`src/rtl/uart_rx_pkg.sv`:
```
// Shared definitions for the UART receive frame controller: FSM state
// encoding and default frame geometry.
package uart_rx_pkg;

    localparam int DEFAULT_OVERSAMPLE = 16;
    localparam int DEFAULT_DATA_BITS  = 8;

    typedef enum logic [2:0] {
        ST_IDLE      = 3'd0,
        ST_START     = 3'd1,
        ST_DATA      = 3'd2,
        ST_PARITY    = 3'd3,
        ST_STOP      = 3'd4,
        ST_WAIT_HIGH = 3'd5
    } state_e;

endpackage

```
`src/rtl/uart_rx_sync.sv`:
```
// Two-flop synchronizer for the asynchronous serial line; both flops
// reset to the idle (high) line level so reset never looks like a start bit.
module uart_rx_sync (
    input  logic clk,
    input  logic reset,
    input  logic rx,
    output logic rx_s
);

    logic meta;

    always_ff @(posedge clk) begin
        if (reset) begin
            meta <= 1'b1;
            rx_s <= 1'b1;
        end else begin
            meta <= rx;
            rx_s <= meta;
        end
    end

endmodule

```
`src/rtl/uart_rx_frame_ctrl.sv`:
```
// Oversampled UART receive framer: start qualification, LSB-first data
// capture, stop-bit sampling. Optional even parity with UART_RX_PARITY_EN.
module uart_rx_frame_ctrl
    import uart_rx_pkg::*;
#(
    parameter int OVERSAMPLE = DEFAULT_OVERSAMPLE,
    parameter int DATA_BITS  = DEFAULT_DATA_BITS
) (
    input  logic                 Clk,
    input  logic                 reset,
    input  logic                 rx_in,
    input  logic                 baud_tick_in,
    output logic [DATA_BITS-1:0] data_out,
    output logic                 data_valid_out,
    output logic                 stop_bit_out,
    output logic                 stopbit_check_enable_out,
    output logic                 parity_err_out,
    output logic                 busy_out
);

    localparam int CNT_W = $clog2(OVERSAMPLE);
    localparam int BIT_W = $clog2(DATA_BITS + 1);
    localparam logic [CNT_W-1:0] MID_CNT  = CNT_W'(OVERSAMPLE / 2 - 1);
    localparam logic [CNT_W-1:0] LAST_CNT = CNT_W'(OVERSAMPLE - 1);
    localparam logic [BIT_W-1:0] LAST_BIT = BIT_W'(DATA_BITS - 1);

    state_e               state;
    logic [CNT_W-1:0]     count;
    logic [BIT_W-1:0]     bit_cnt;
    logic [DATA_BITS-1:0] shift;
    logic                 rx_s;
`ifdef UART_RX_PARITY_EN
    logic                 parity_bit;
`endif

    uart_rx_sync u_sync (
        .clk   (Clk),
        .reset (reset),
        .rx    (rx_in),
        .rx_s  (rx_s)
    );

    assign busy_out = (state != ST_IDLE);

    // Every branch that leaves a state also clears count, so each state
    // measures its own sample point from the tick it was entered on.
    always_ff @(posedge Clk) begin
        data_valid_out           <= 1'b0;
        stopbit_check_enable_out <= 1'b0;
        if (reset) begin
            state        <= ST_IDLE;
            count        <= '0;
            bit_cnt      <= '0;
            shift        <= '0;
            data_out     <= '0;
            stop_bit_out <= 1'b1;
`ifdef UART_RX_PARITY_EN
            parity_bit     <= 1'b0;
            parity_err_out <= 1'b0;
`endif
        end else if (baud_tick_in) begin
            count <= count + 1'b1;
            case (state)
                ST_IDLE: begin
                    count <= '0;
                    if (!rx_s) state <= ST_START;
                end
                ST_START: begin
                    if (count == MID_CNT) begin
                        count   <= '0;
                        bit_cnt <= '0;
                        state   <= rx_s ? ST_IDLE : ST_DATA;
                    end
                end
                ST_DATA: begin
                    if (count == LAST_CNT) begin
                        count   <= '0;
                        shift   <= {rx_s, shift[DATA_BITS-1:1]};
                        bit_cnt <= bit_cnt + 1'b1;
                        if (bit_cnt == LAST_BIT) begin
`ifdef UART_RX_PARITY_EN
                            state <= ST_PARITY;
`else
                            state <= ST_STOP;
`endif
                        end
                    end
                end
`ifdef UART_RX_PARITY_EN
                ST_PARITY: begin
                    if (count == LAST_CNT) begin
                        count      <= '0;
                        parity_bit <= rx_s;
                        state      <= ST_STOP;
                    end
                end
`endif
                ST_STOP: begin
                    if (count == LAST_CNT) begin
                        count                    <= '0;
                        stop_bit_out             <= rx_s;
                        data_out                 <= shift;
                        data_valid_out           <= 1'b1;
                        stopbit_check_enable_out <= 1'b1;
`ifdef UART_RX_PARITY_EN
                        parity_err_out <= (^shift) ^ parity_bit;
`endif
                        // A low stop bit may be a break; wait for the line to recover.
                        state <= rx_s ? ST_IDLE : ST_WAIT_HIGH;
                    end
                end
                ST_WAIT_HIGH: begin
                    count <= '0;
                    if (rx_s) state <= ST_IDLE;
                end
                default: begin
                    count <= '0;
                    state <= ST_IDLE;
                end
            endcase
        end
    end

`ifndef UART_RX_PARITY_EN
    assign parity_err_out = 1'b0;
`endif

endmodule

```
`config.mk`:
```
export PLATFORM = sky130hd
export DESIGN_NAME = uart_rx_frame_ctrl
export DESIGN_NICKNAME = d
export VERILOG_FILES = /design/src/rtl/uart_rx_pkg.sv /design/src/rtl/uart_rx_sync.sv /design/src/rtl/uart_rx_frame_ctrl.sv
export SDC_FILE = /design/constraint.sdc
export NUM_CORES = 1
export LEC_CHECK = 0
export BUFFER_PORTS_ARGS = -buffer_cell sky130_fd_sc_hd__buf_2
export CAP_MARGIN = 5
export CORE_UTILIZATION = 60
export DETAILED_ROUTE_END_ITERATION = 8
export GPL_ROUTABILITY_DRIVEN = 0
export HOLD_SLACK_MARGIN = 0.06
export PLACE_DENSITY_LB_ADDON = 0.08
export SYNTH_ARGS = -nofsm -noshare
export SYNTH_HDL_FRONTEND = slang
export SYNTH_HIERARCHICAL = 1
export SYNTH_SLANG_ARGS = --single-unit
```
`constraint.sdc`:
```
create_clock -name Clk -period 4.4 [get_ports Clk]
set_input_delay 0.22 -clock Clk [delete_from_list [all_inputs] [get_ports Clk]]
set_output_delay 0.22 -clock Clk [all_outputs]
set_load 0.05 [all_outputs]
```
Yosys cells after proc, flatten, opt, wreduce, memory -nomap -nowiden
Cells that the tools add are included.

Bits in registers: 31. Input bits: 4. Output and inout port bits: 13. Word-level logic and storage cells: 51.

$add $sub $neg: 2. Eq/ne operators: 13. Muxes and demuxes: 16. Bitwise gates (word level): 2. Reductions and logical operators: 9.

Operators with widths (number): $mux 3 (7); $mux 4 (4); $pmux 4 s2 (2); $pmux 3 s5 (1); $ne 2x2->1 const B (5); $add 4x1->4 const B (2); $eq 4x3->1 const B (2); $reduce_and 7->1 (1); $eq 3x3->1 const B (2); $reduce_and 3->1 (2); $eq 4x4->1 const B (1); $reduce_and 4->1 (1); $eq 3x1->1 const B (1); $eq 3x2->1 const B (1); $logic_not 3->1 (1); $reduce_bool 3->1 (1); $reduce_or 3->1 (1); $mux 2 (1); $ne 2x1->1 const B (1); $not 1->1 (2); $reduce_bool 2->1 (1); $reduce_or 2->1 (1); $mux 1 (1).

Depth between registers and ports, before layout
Gate-level depths: netlist of the first run.

Depth after elaboration: 4. Mapped depth: 7. Depth with buffers taken out: 6.

Modules after synthesis
Netlist of the first run, hierarchy kept.

Modules (own cells, without submodules): uart_rx_frame_ctrl (instances 1, cells each 149, area each 1362.6 um^2, sequential area each 580.6 um^2); uart_rx_sync (instances 1, cells each 4, area each 52.6 um^2, sequential area each 40.0 um^2).

Worst setup path after synthesis of the first run
Ideal clock, no wire load.

Path kind: register to register. Start point: reg state[0]. End point: reg state[2]. Library setup time: 0.132 ns. Data arrival time: 1.707 ns. Setup slack: 2.561 ns. Cell stages (with the launch flop): 7. Buffers on the path: 1. Clock period less this slack: 1.839 ns. Cells stage by stage: dfxtp_1 -> buf_2 -> or3_1 -> o21ai_0 -> o211a_1 -> mux2i_1 -> a21oi_1.

Word-level cells in the longest chain between the ends: 3. Elaborated cells between the ends (all ways): 13.

Ends and longest elaborated chain: start, declared (line uart_rx_frame_ctrl.sv:27) `state_e state;`; start signal, assigned (line uart_rx_frame_ctrl.sv:72) `state <= rx_s ? ST_IDLE : ST_DATA;`; start signal, assigned (line uart_rx_frame_ctrl.sv:109) `state <= rx_s ? ST_IDLE : ST_WAIT_HIGH;`; $eq 3x3->1, or another cell as far along (line uart_rx_frame_ctrl.sv:63) `case (state)`; $ne 2x1->1 (no source line) or $ne 2x2->1 (tied branches); $reduce_and 7->1 (no source line).

Several ways; a longest one is shown, not always the timed one. A chain may end at the register's enable or synchronous reset.

Final worst setup path of the first run
Start point: reg count[0]. End point: reg stop_bit_out.

Word-level cells in the longest chain between the ends: 2.

Ends and longest elaborated chain: start, declared (line uart_rx_frame_ctrl.sv:28) `logic [CNT_W-1:0] count;`; start signal, assigned (line uart_rx_frame_ctrl.sv:62) `count <= count + 1'b1;`; $eq 4x4->1 (line uart_rx_frame_ctrl.sv:99) `if (count == LAST_CNT) begin`; $reduce_and 3->1 (no source line); end signal, assigned (line uart_rx_frame_ctrl.sv:101) `stop_bit_out <= rx_s;`; end, declared (line uart_rx_frame_ctrl.sv:15) `output logic stop_bit_out,`.

Every way passes these cells.

==> results of run 1 <==
[cell usage after synthesis]
cell type and n:
nand2b_1 2, nand3_1 6, inv_1 1, clkbuf_1 4, nand4b_1 1, buf_2 5, or4b_2 1, or3_1 3
dfxtp_1 31, a211o_1 1, o2111ai_1 1, mux2i_1 20, nor3b_1 1, or2_1 2, and2_1 1, conb_1 1
a21oi_1 9, nand2_1 5, xor2_1 1, and3b_1 1, nor2_4 1, ha_1 2, o211a_1 1, a21boi_0 1
o211ai_1 1, nor2_1 24, nor2b_1 1, or3b_2 3, a21o_1 2, nor3_1 2, nor4b_1 1, a211oi_1 1
buf_6 1, o21ai_0 7, or4b_4 1, nand4_2 1, buf_4 2, nand3b_1 3, or2_2 1
[kinds of logic (layout without fill, tap and decap cells)]
kind of cell	Yosys count	in the layout	synth area share
buffers and inverters	13	23	0.0495
flip-flops	31	31	0.439
AND/OR/NAND/NOR	61	61	0.241
adder cells (fa/ha/maj)	2	2	0.0177
other	1	1	0.00265
multiplexers	20	20	0.141
AO/OA/AOI/OAI	24	24	0.103
XOR/XNOR	1	1	0.00619
[power by group through the flow]
stage                     Combinational [mW]  Sequential, mW  Clock (mW)
after detailed placement              0.0204           0.292           0
after global placement                0.0200           0.292           0
after global routing                  0.0226           0.286       0.179
after CTS                             0.0205           0.285       0.170
after floorplan                       0.0208           0.289           0
final                                 0.0204           0.285       0.162
[final timing paths]
check,start,end
setup / recovery,count[0],stop_bit_out
hold / removal,rx_in,u_sync/meta
setup reg to reg,count[0],stop_bit_out
hold reg to reg,u_sync/meta,u_sync/rx_s
[stage by stage]
step | utilization | hold slack, ns
after floorplan | - | 0.317
after global placement | 0.660 | 0.393
after detailed placement | 0.660 | 0.418
after CTS | 0.685 | 0.0695
after global routing | 0.685 | 0.0861
final | 0.685 | 0.0842
[final cells by class]
cell class | instances | share of cell area
clock inverters | 1 | 0.00330
flip-flops and latches | 31 | 0.410
multi-input cells | 109 | 0.478
clock buffers | 6 | 0.0339
inverters | 1 | 0.00248
well taps | 28 | 0.0231
repair buffers | 15 | 0.0495
[critical path, delay by kind of cell (launching register included)]
| kind | cells | cell delay [ns] |
|---|---|---|
| AO/OA/AOI/OAI | 1 | 0.32 |
| adder cells (fa/ha/maj) | 1 | 0.29 |
| flip-flops | 1 | 0.39 |
| AND/OR/NAND/NOR | 2 | 0.84 |
[sequential cells by signal, summed over array words and instances (netlist names)]
name / cells
bit_cnt: 4
u_sync/meta: 1
data_out: 8
state: 3
shift: 8
stop_bit_out: 1
u_sync/rx_s: 1
count: 4
stopbit_check_enable_out: 1
[routing by layer]
layer  vias up  share of wire  track usage
met1       503           0.45        0.257
li1        549              -            -
met4         0          0.020        0.153
met3         4          0.046       0.0848
met2        21           0.48        0.364
met5         -              0            0
==> run summary, run 1 <==
The run finished with clean final reports. The post-synthesis register bit count works out to 31. The detailed router placed 1077 vias in this run. The run gives 2.46 ns as the smallest setup slack after layout.

The worst setup path is launched from a flop. Measured in cells, the most critical reg-to-reg path has a length of 4. The area share of the largest cell type after synthesis works out to 0.439. Summed over all nets, the half-perimeter wirelength after detailed placement is 1710 um. The detailed-routing iteration count for the pre-antenna-repair pass is 4. For the final database, setup skew stands at 0.00672 ns. Number of antenna violations at the first check in global routing: 0.

Leakage power summed over all cells: 0.653 nW. The worst setup path is captured at a flop. The number of failing setup endpoints in the final timing report was 0. The violation count after the first detailed-route iteration is 18. For this design the ratio of total power to cell area is 309 nW/um^2.

In the final timing run, aggregate negative setup slack is 0 ns. For this design the top-level I/O count stands at 17. The final cycle utilization of the critical path came out at 0.442.

Max-cap violations in this run came to 0. The via count of the first global-routing pass is 1009. The combinational group share of total power was 0.044; the area taken by multi-input logic gates was 724 um^2.

Clock group share of total power: 0.346. At the pin with the least slew margin, the transition time is 0.524 ns. The die outline height was 50.6 um. The number of vias per cell after detailed routing was 5.64. The clock net sink count was 31; the die footprint was 2560 um^2. Post-CTS repair changed the size of 0 cells.

Post-synthesis instance total: 153. Remaining max-slew budget at the tightest pin: 0.651. Worst min-delay path category: in -> reg. At the worst endpoint, the required time is 4.62 ns. CTS placed an instance of clkbuf_4 at the clock tree root.

The analysis attributes to net switching a power of 105 uW. Sorting the synthesized cells by area gives the leading types as dfxtp_1 44%, mux2i_1 14%, nor2_1 6.4%. Entering global routing, the biggest net connects 32 pins. Of all nets on the critical path, the largest fanout is 11. The area of the core region is 2210 um^2.

The run gives 0.610 as the sequential group share of total power. The largest individual stage delay along the critical path comes from the cell or4b_4. Setup repair after global routing left no endpoint under its margin. The final layout contains routed wiring with a total length of 2510 um. The antenna violation net count after detailed routing was 0; the post-layout instance area was 1520 um^2. Summing all flip-flop and latch instances after layout gives 621 um^2. The cell depth of the worst min-delay path was 2; the arrival time of the worst setup path was 2.16 ns.

The first global-routing pass estimated 4260 um of wire. The minimum clock period after layout is 1.94 ns. The library cells used most frequently in the layout, excluding fill and tap cells, are 31 x dfxtp_1, 24 x nor2_1, 20 x mux2i_1, 15 x buf_2, 9 x a21oi_1. After detailed placement, the design holds a cell count of 184. Static timing analysis puts the maximum clock frequency at 514 MHz. Fraction of power spent switching nets: 0.225. The path type of the worst setup path is reg -> reg. The initial cell density of the core is 0.640, and the count of unresolved DRC violations after routing is 0. Across the VDD grid, the largest voltage drop is 281 uV.

The clock tree buffer depth is 2. The synthesized netlist occupies a cell area of 1420 um^2. The tools report the total count of max-transition violations in the final report as 0. Counting every net in the synthesized netlist gives 159.

For the worst-skew pair, the clock arrives at the later sink with an insertion delay of 0.32 ns. After clock tree synthesis, the flow added hold-fix buffers numbering 0. Clock tree synthesis inserted a total of 5 buffers.

From left edge to right edge, the die measures 50.6 um. The count of antenna diodes in the layout was 0; the total design power was 468 uW. Clock-pin slew was measured on the worst setup and hold paths at 0.09 ns.

Walking the worst path, the cells encountered are ha_1 -> nand4_2 -> or4b_4 -> a211o_1. Buffers added to address setup during post-CTS repair amount to 0. The number of library cell types mapped by synthesis was 39; the number of input and output port buffers inserted was 15. The global-route total usage across every layer is 0.230, and the final cell count without fillers is 191.

The post-synthesis to final-layout area growth came out at 7.07%. Most common cell after layout, fill and taps aside: dfxtp_1. For flop-to-flop paths, the worst setup slack is 2.46 ns. The warning count from the yosys run is 6. For the row count, the log shows 17. TritonCTS built the clock tree.

After detailed placement, the total cell area comes to 1460 um^2. Total congestion overflow: 0. The share of layout cells above drive strength 1 is 0.184, and the synthesized area per cell is 9.25 um^2.

The internal power component was 363 uW; the sequential area share after synthesis was 0.439. The number of hold-slack violations in the final timing report is 0. Largest area contributor in the synthesized netlist: dfxtp_1.

Dividing the detail-routed wire length by the instance count gives 13.1 um. The CTS H-tree depth came out at 2. Delay contributed by the slowest stage of the critical path: 0.65 ns.

The filler cell count in the final layout was 191; the post-placement setup slack was 2.48 ns. In the final design database the tool counted 169 nets.
Note: power is estimated with default switching activity, not from simulation.
==> run 2: changes to the inputs <==
--- a/config.mk
+++ b/config.mk
@@ -5,9 +5,11 @@
 export SDC_FILE = /design/constraint.sdc
 export NUM_CORES = 1
 export LEC_CHECK = 0
+export ABC_AREA = 1
 export BUFFER_PORTS_ARGS = -buffer_cell sky130_fd_sc_hd__buf_2
 export CAP_MARGIN = 5
-export CORE_UTILIZATION = 60
+export CORE_ASPECT_RATIO = 0.5
+export CORE_UTILIZATION = 56
 export DETAILED_ROUTE_END_ITERATION = 8
 export GPL_ROUTABILITY_DRIVEN = 0
 export HOLD_SLACK_MARGIN = 0.06
==> constraint.sdc (replaced) <==
create_clock -name Clk -period 1.8 [get_ports Clk]
set_input_delay 0.09 -clock Clk [delete_from_list [all_inputs] [get_ports Clk]]
set_output_delay 0.09 -clock Clk [all_outputs]
set_load 0.05 [all_outputs]
==> run summary, run 2 <==
The library cells used most frequently in the layout, excluding fill and tap cells, are 47 x nor2_1, 31 x dfxtp_1, 25 x nand2_1, 17 x o21ai_0, 16 x inv_1. The number of input and output port buffers inserted came out at 15. Gates resized during post-CTS repair numbered 0. In this run, synthesis inferred 0 flip-flops with an integrated enable. In this run, the number of DRC markers left after iteration 0 of detailed routing was 47. The commonest register cell after synthesis was dfxtp_1. For the worst-skew pair, the clock arrives at the later sink with an insertion delay of 0.28 ns. Counting distinct cell types in the post-synthesis netlist gives 25. The logs give 1127 for the via count of the first global-routing pass and 0 for the total congestion overflow. Arithmetic-cell share of the synthesized area counting full adders, half adders and majority gates: 0.0172. The run finished with clean final reports. In the final timing run, aggregate negative setup slack is 0 ns. The leading cell type by number of instances after synthesis was nor2_1. Dividing the detail-routed via count by the number of cells gives 5.01. The analysis attributes to cell leakage a power of 0.773 nW.

The count of unresolved DRC violations after routing is 0, and the number of failing setup endpoints in the final timing report is 0. At the pin with the least slew margin, the transition time is 0.622 ns. The simple-gate area share of the yosys netlist is 0.346. The synthesized area per cell was 7.38 um^2. By area, the combinational part of the netlist is dominated by simple AND/OR/NAND/NOR gates. The tools report the initial cell density of the core as 0.625.

The library cell contributing the largest single delay on the critical path was dfxtp_1. Walking the worst path, the cells encountered are ha_1 -> nand2_1 -> nor2_1 -> nor2_4 -> a21oi_1 -> nand3_1 -> nand2_1 -> nor2_1. The number of antenna violations at the first check in global routing was 0.

The share of synthesized flip-flops with an asynchronous set or reset is 0. In this run the power density over the cells is 1000 nW/um^2. The clock tree buffer depth was 2; the multiplexer area fraction after synthesis was 0. The post-synthesis share of cell area spent on xor and xnor gates was 0.0120; the total of hold buffers inserted after clock tree synthesis was 1. Across all register-to-register paths, the minimum setup slack is 0.33 ns.

After clock tree synthesis, the clock-pin slew on the worst setup and hold paths is 0.06 ns. The antenna violation net count after detailed routing was 0. The path with the worst hold slack has its endpoint at count[3]. For the worst setup path, the data required time is 1.98 ns. 0 antenna diodes ended up in the layout. The startpoint identified for the worst register-to-register timing path is count[0]. The share of layout cells above drive strength 1 was 0.217. After synthesis, the cell types taking the most area are dfxtp_1 43%, nor2_1 12%, nand2_1 6.5%. The cell count of the worst reg-to-reg path works out to 8. The area share of the largest cell type after synthesis is 0.427, and the detailed placement HPWL is 1940 um. The clock net sink count was 31. The delay contributed by the slowest stage of the critical path is 0.36 ns, and the largest net degree at the start of global routing is 23. The logs give 2760 um for the routed wire length and 0.585 for the remaining max-slew budget at the tightest pin. The global-route total usage across every layer is 0.229. In this run the critical register-to-register path is captured at state[2]. The post-synthesis instance total came out at 197. After detailed placement, the total cell area comes to 1550 um^2. The tightest min-delay check is of the in -> reg type.

For the total count of max-transition violations in the final report, the log shows 0. The global-route wire length before repair is 4690 um. By count the netlist is led by 47 x nor2_1, 31 x dfxtp_1, 25 x nand2_1.

The number of hold-slack violations in the final timing report was 0; the warning count from the yosys run was 6. TritonCTS built the clock tree. The first detailed-routing pass ran for 4 iterations.

The die outline height is 38.0 um, and the routed wirelength normalized by instance count is 10.9 um. The cell sitting at the root of the clock tree is a clkbuf_8. The logs give 0.330 ns for the smallest setup slack after layout and 5 for the number of CTS-inserted buffers.

The worst setup path is launched from a flop. Netlist area before placement: 1450 um^2. The sequential area share after synthesis came out at 0.427. The tools report the post-layout instance area as 1640 um^2. The worst setup path is captured at a flop. The tool flagged a number of max-cap violations equal to 0.

At the worst endpoint, the arrival time is 1.65 ns. Clock skew on the completed layout was measured at 0.00351 ns. The worst hold path begins at reset.

Setup repair after global routing left no endpoint under its margin. The minimum clock period after layout is 1.47 ns. The post-synthesis to final-layout area growth is 12.9%.

The cell depth of the worst min-delay path works out to 2. The CTS H-tree depth is 2, and the final cycle utilization of the critical path is 0.816. For this run, the top clock speed supported by timing is 680 MHz. The largest area contributor in the synthesized netlist is dfxtp_1. Path type of the worst setup path: reg -> reg.

Counting every net in the synthesized netlist gives 203. Pin placement for this block handled 17 I/O pins. The family with the most delay on the worst path is simple AND/OR/NAND/NOR gates.

The net count reported at finish is 222, and the filler cell count in the final layout is 209. The floorplan die width is 74.1 um. Synthesis inferred 31 register bits.

Routed via count: 1263. In this run the worst path has a maximum fanout of 3. For the worst-case vdd ir drop, the log shows 574 uV. The largest registers in the layout are data_out x8, shift x8.

For the post-placement setup slack, the log shows 0.362 ns. The buffers inserted during post-CTS setup optimization came out at 0. The number of buffers and inverters on the critical path is 0.

The floorplan step defined a die boundary enclosing 2820 um^2. Leaving out fill and tap cells, the most frequent cell in the layout is nor2_1. The complex-gate fraction of the synthesized area is 0.120, and the area of the core region is 2330 um^2. For the row count, the log shows 12.
==> run 2: worst max path at each step <==
stage	from	end	slack, ns	depth (start not counted)
global placement	count[0]	shift[7]	0.37	7
CTS	count[0]	state[1]	0.34	8
finish	count[0]	state[2]	0.33	8
floorplan	count[0]	stop_bit_out	0.39	7
detailed placement	count[0]	state[2]	0.36	8
global route	count[0]	state[2]	0.19	8
==> run 2: area by class of cell <==
| cell class | instances | area, um^2 | area share |
|---|---|---|---|
| Multi-Input combinational cell | 141 | 724 | 0.441 |
| Clock buffer | 6 | 72.6 | 0.0442 |
| Timing Repair Buffer | 17 | 92.6 | 0.0564 |
| Clock inverter | 2 | 12.5 | 0.00762 |
| Tap cell | 35 | 43.8 | 0.0267 |
| Sequential cell | 31 | 621 | 0.378 |
| Inverter | 20 | 75.1 | 0.0457 |
==> run 2: cell families after synthesis <==
family,count (synthesis)
compound gates,32
xor+xnor,2
fa+ha+maj,2
buf+inv,25
flops,31
other cells,1
simple gates,104
==> run 2: per-layer routing <==
layer / GRT usage / up-vias / share of wire
met5: 0 / - / 0
met4: 0.0721 / 0 / 0.014
met3: 0.0711 / 4 / 0.037
met2: 0.389 / 22 / 0.44
met1: 0.283 / 575 / 0.51
li1: - / 662 / -
==> run 2: report_power, final <==
| group | internal [mW] | total (mW) | switching (mW) |
|---|---|---|---|
| Clock | 0.269 | 0.525 | 0.256 |
| Sequential | 0.718 | 0.757 | 0.0395 |
| Combinational | 0.110 | 0.366 | 0.256 |
| Total | 1.10 | 1.65 | 0.551 |
==> run 2: through the flow <==
step | utilization | std cells | hold slack (ns) | total power [mW]
after floorplan | - | 197 | 0.159 | 1.06
after global placement | 0.665 | 243 | 0.270 | 1.12
after detailed placement | 0.665 | 243 | 0.275 | 1.13
after CTS | 0.705 | 252 | 0.0730 | 1.66
after global routing | 0.705 | 252 | 0.0831 | 1.74
final | 0.705 | 252 | 0.0763 | 1.65
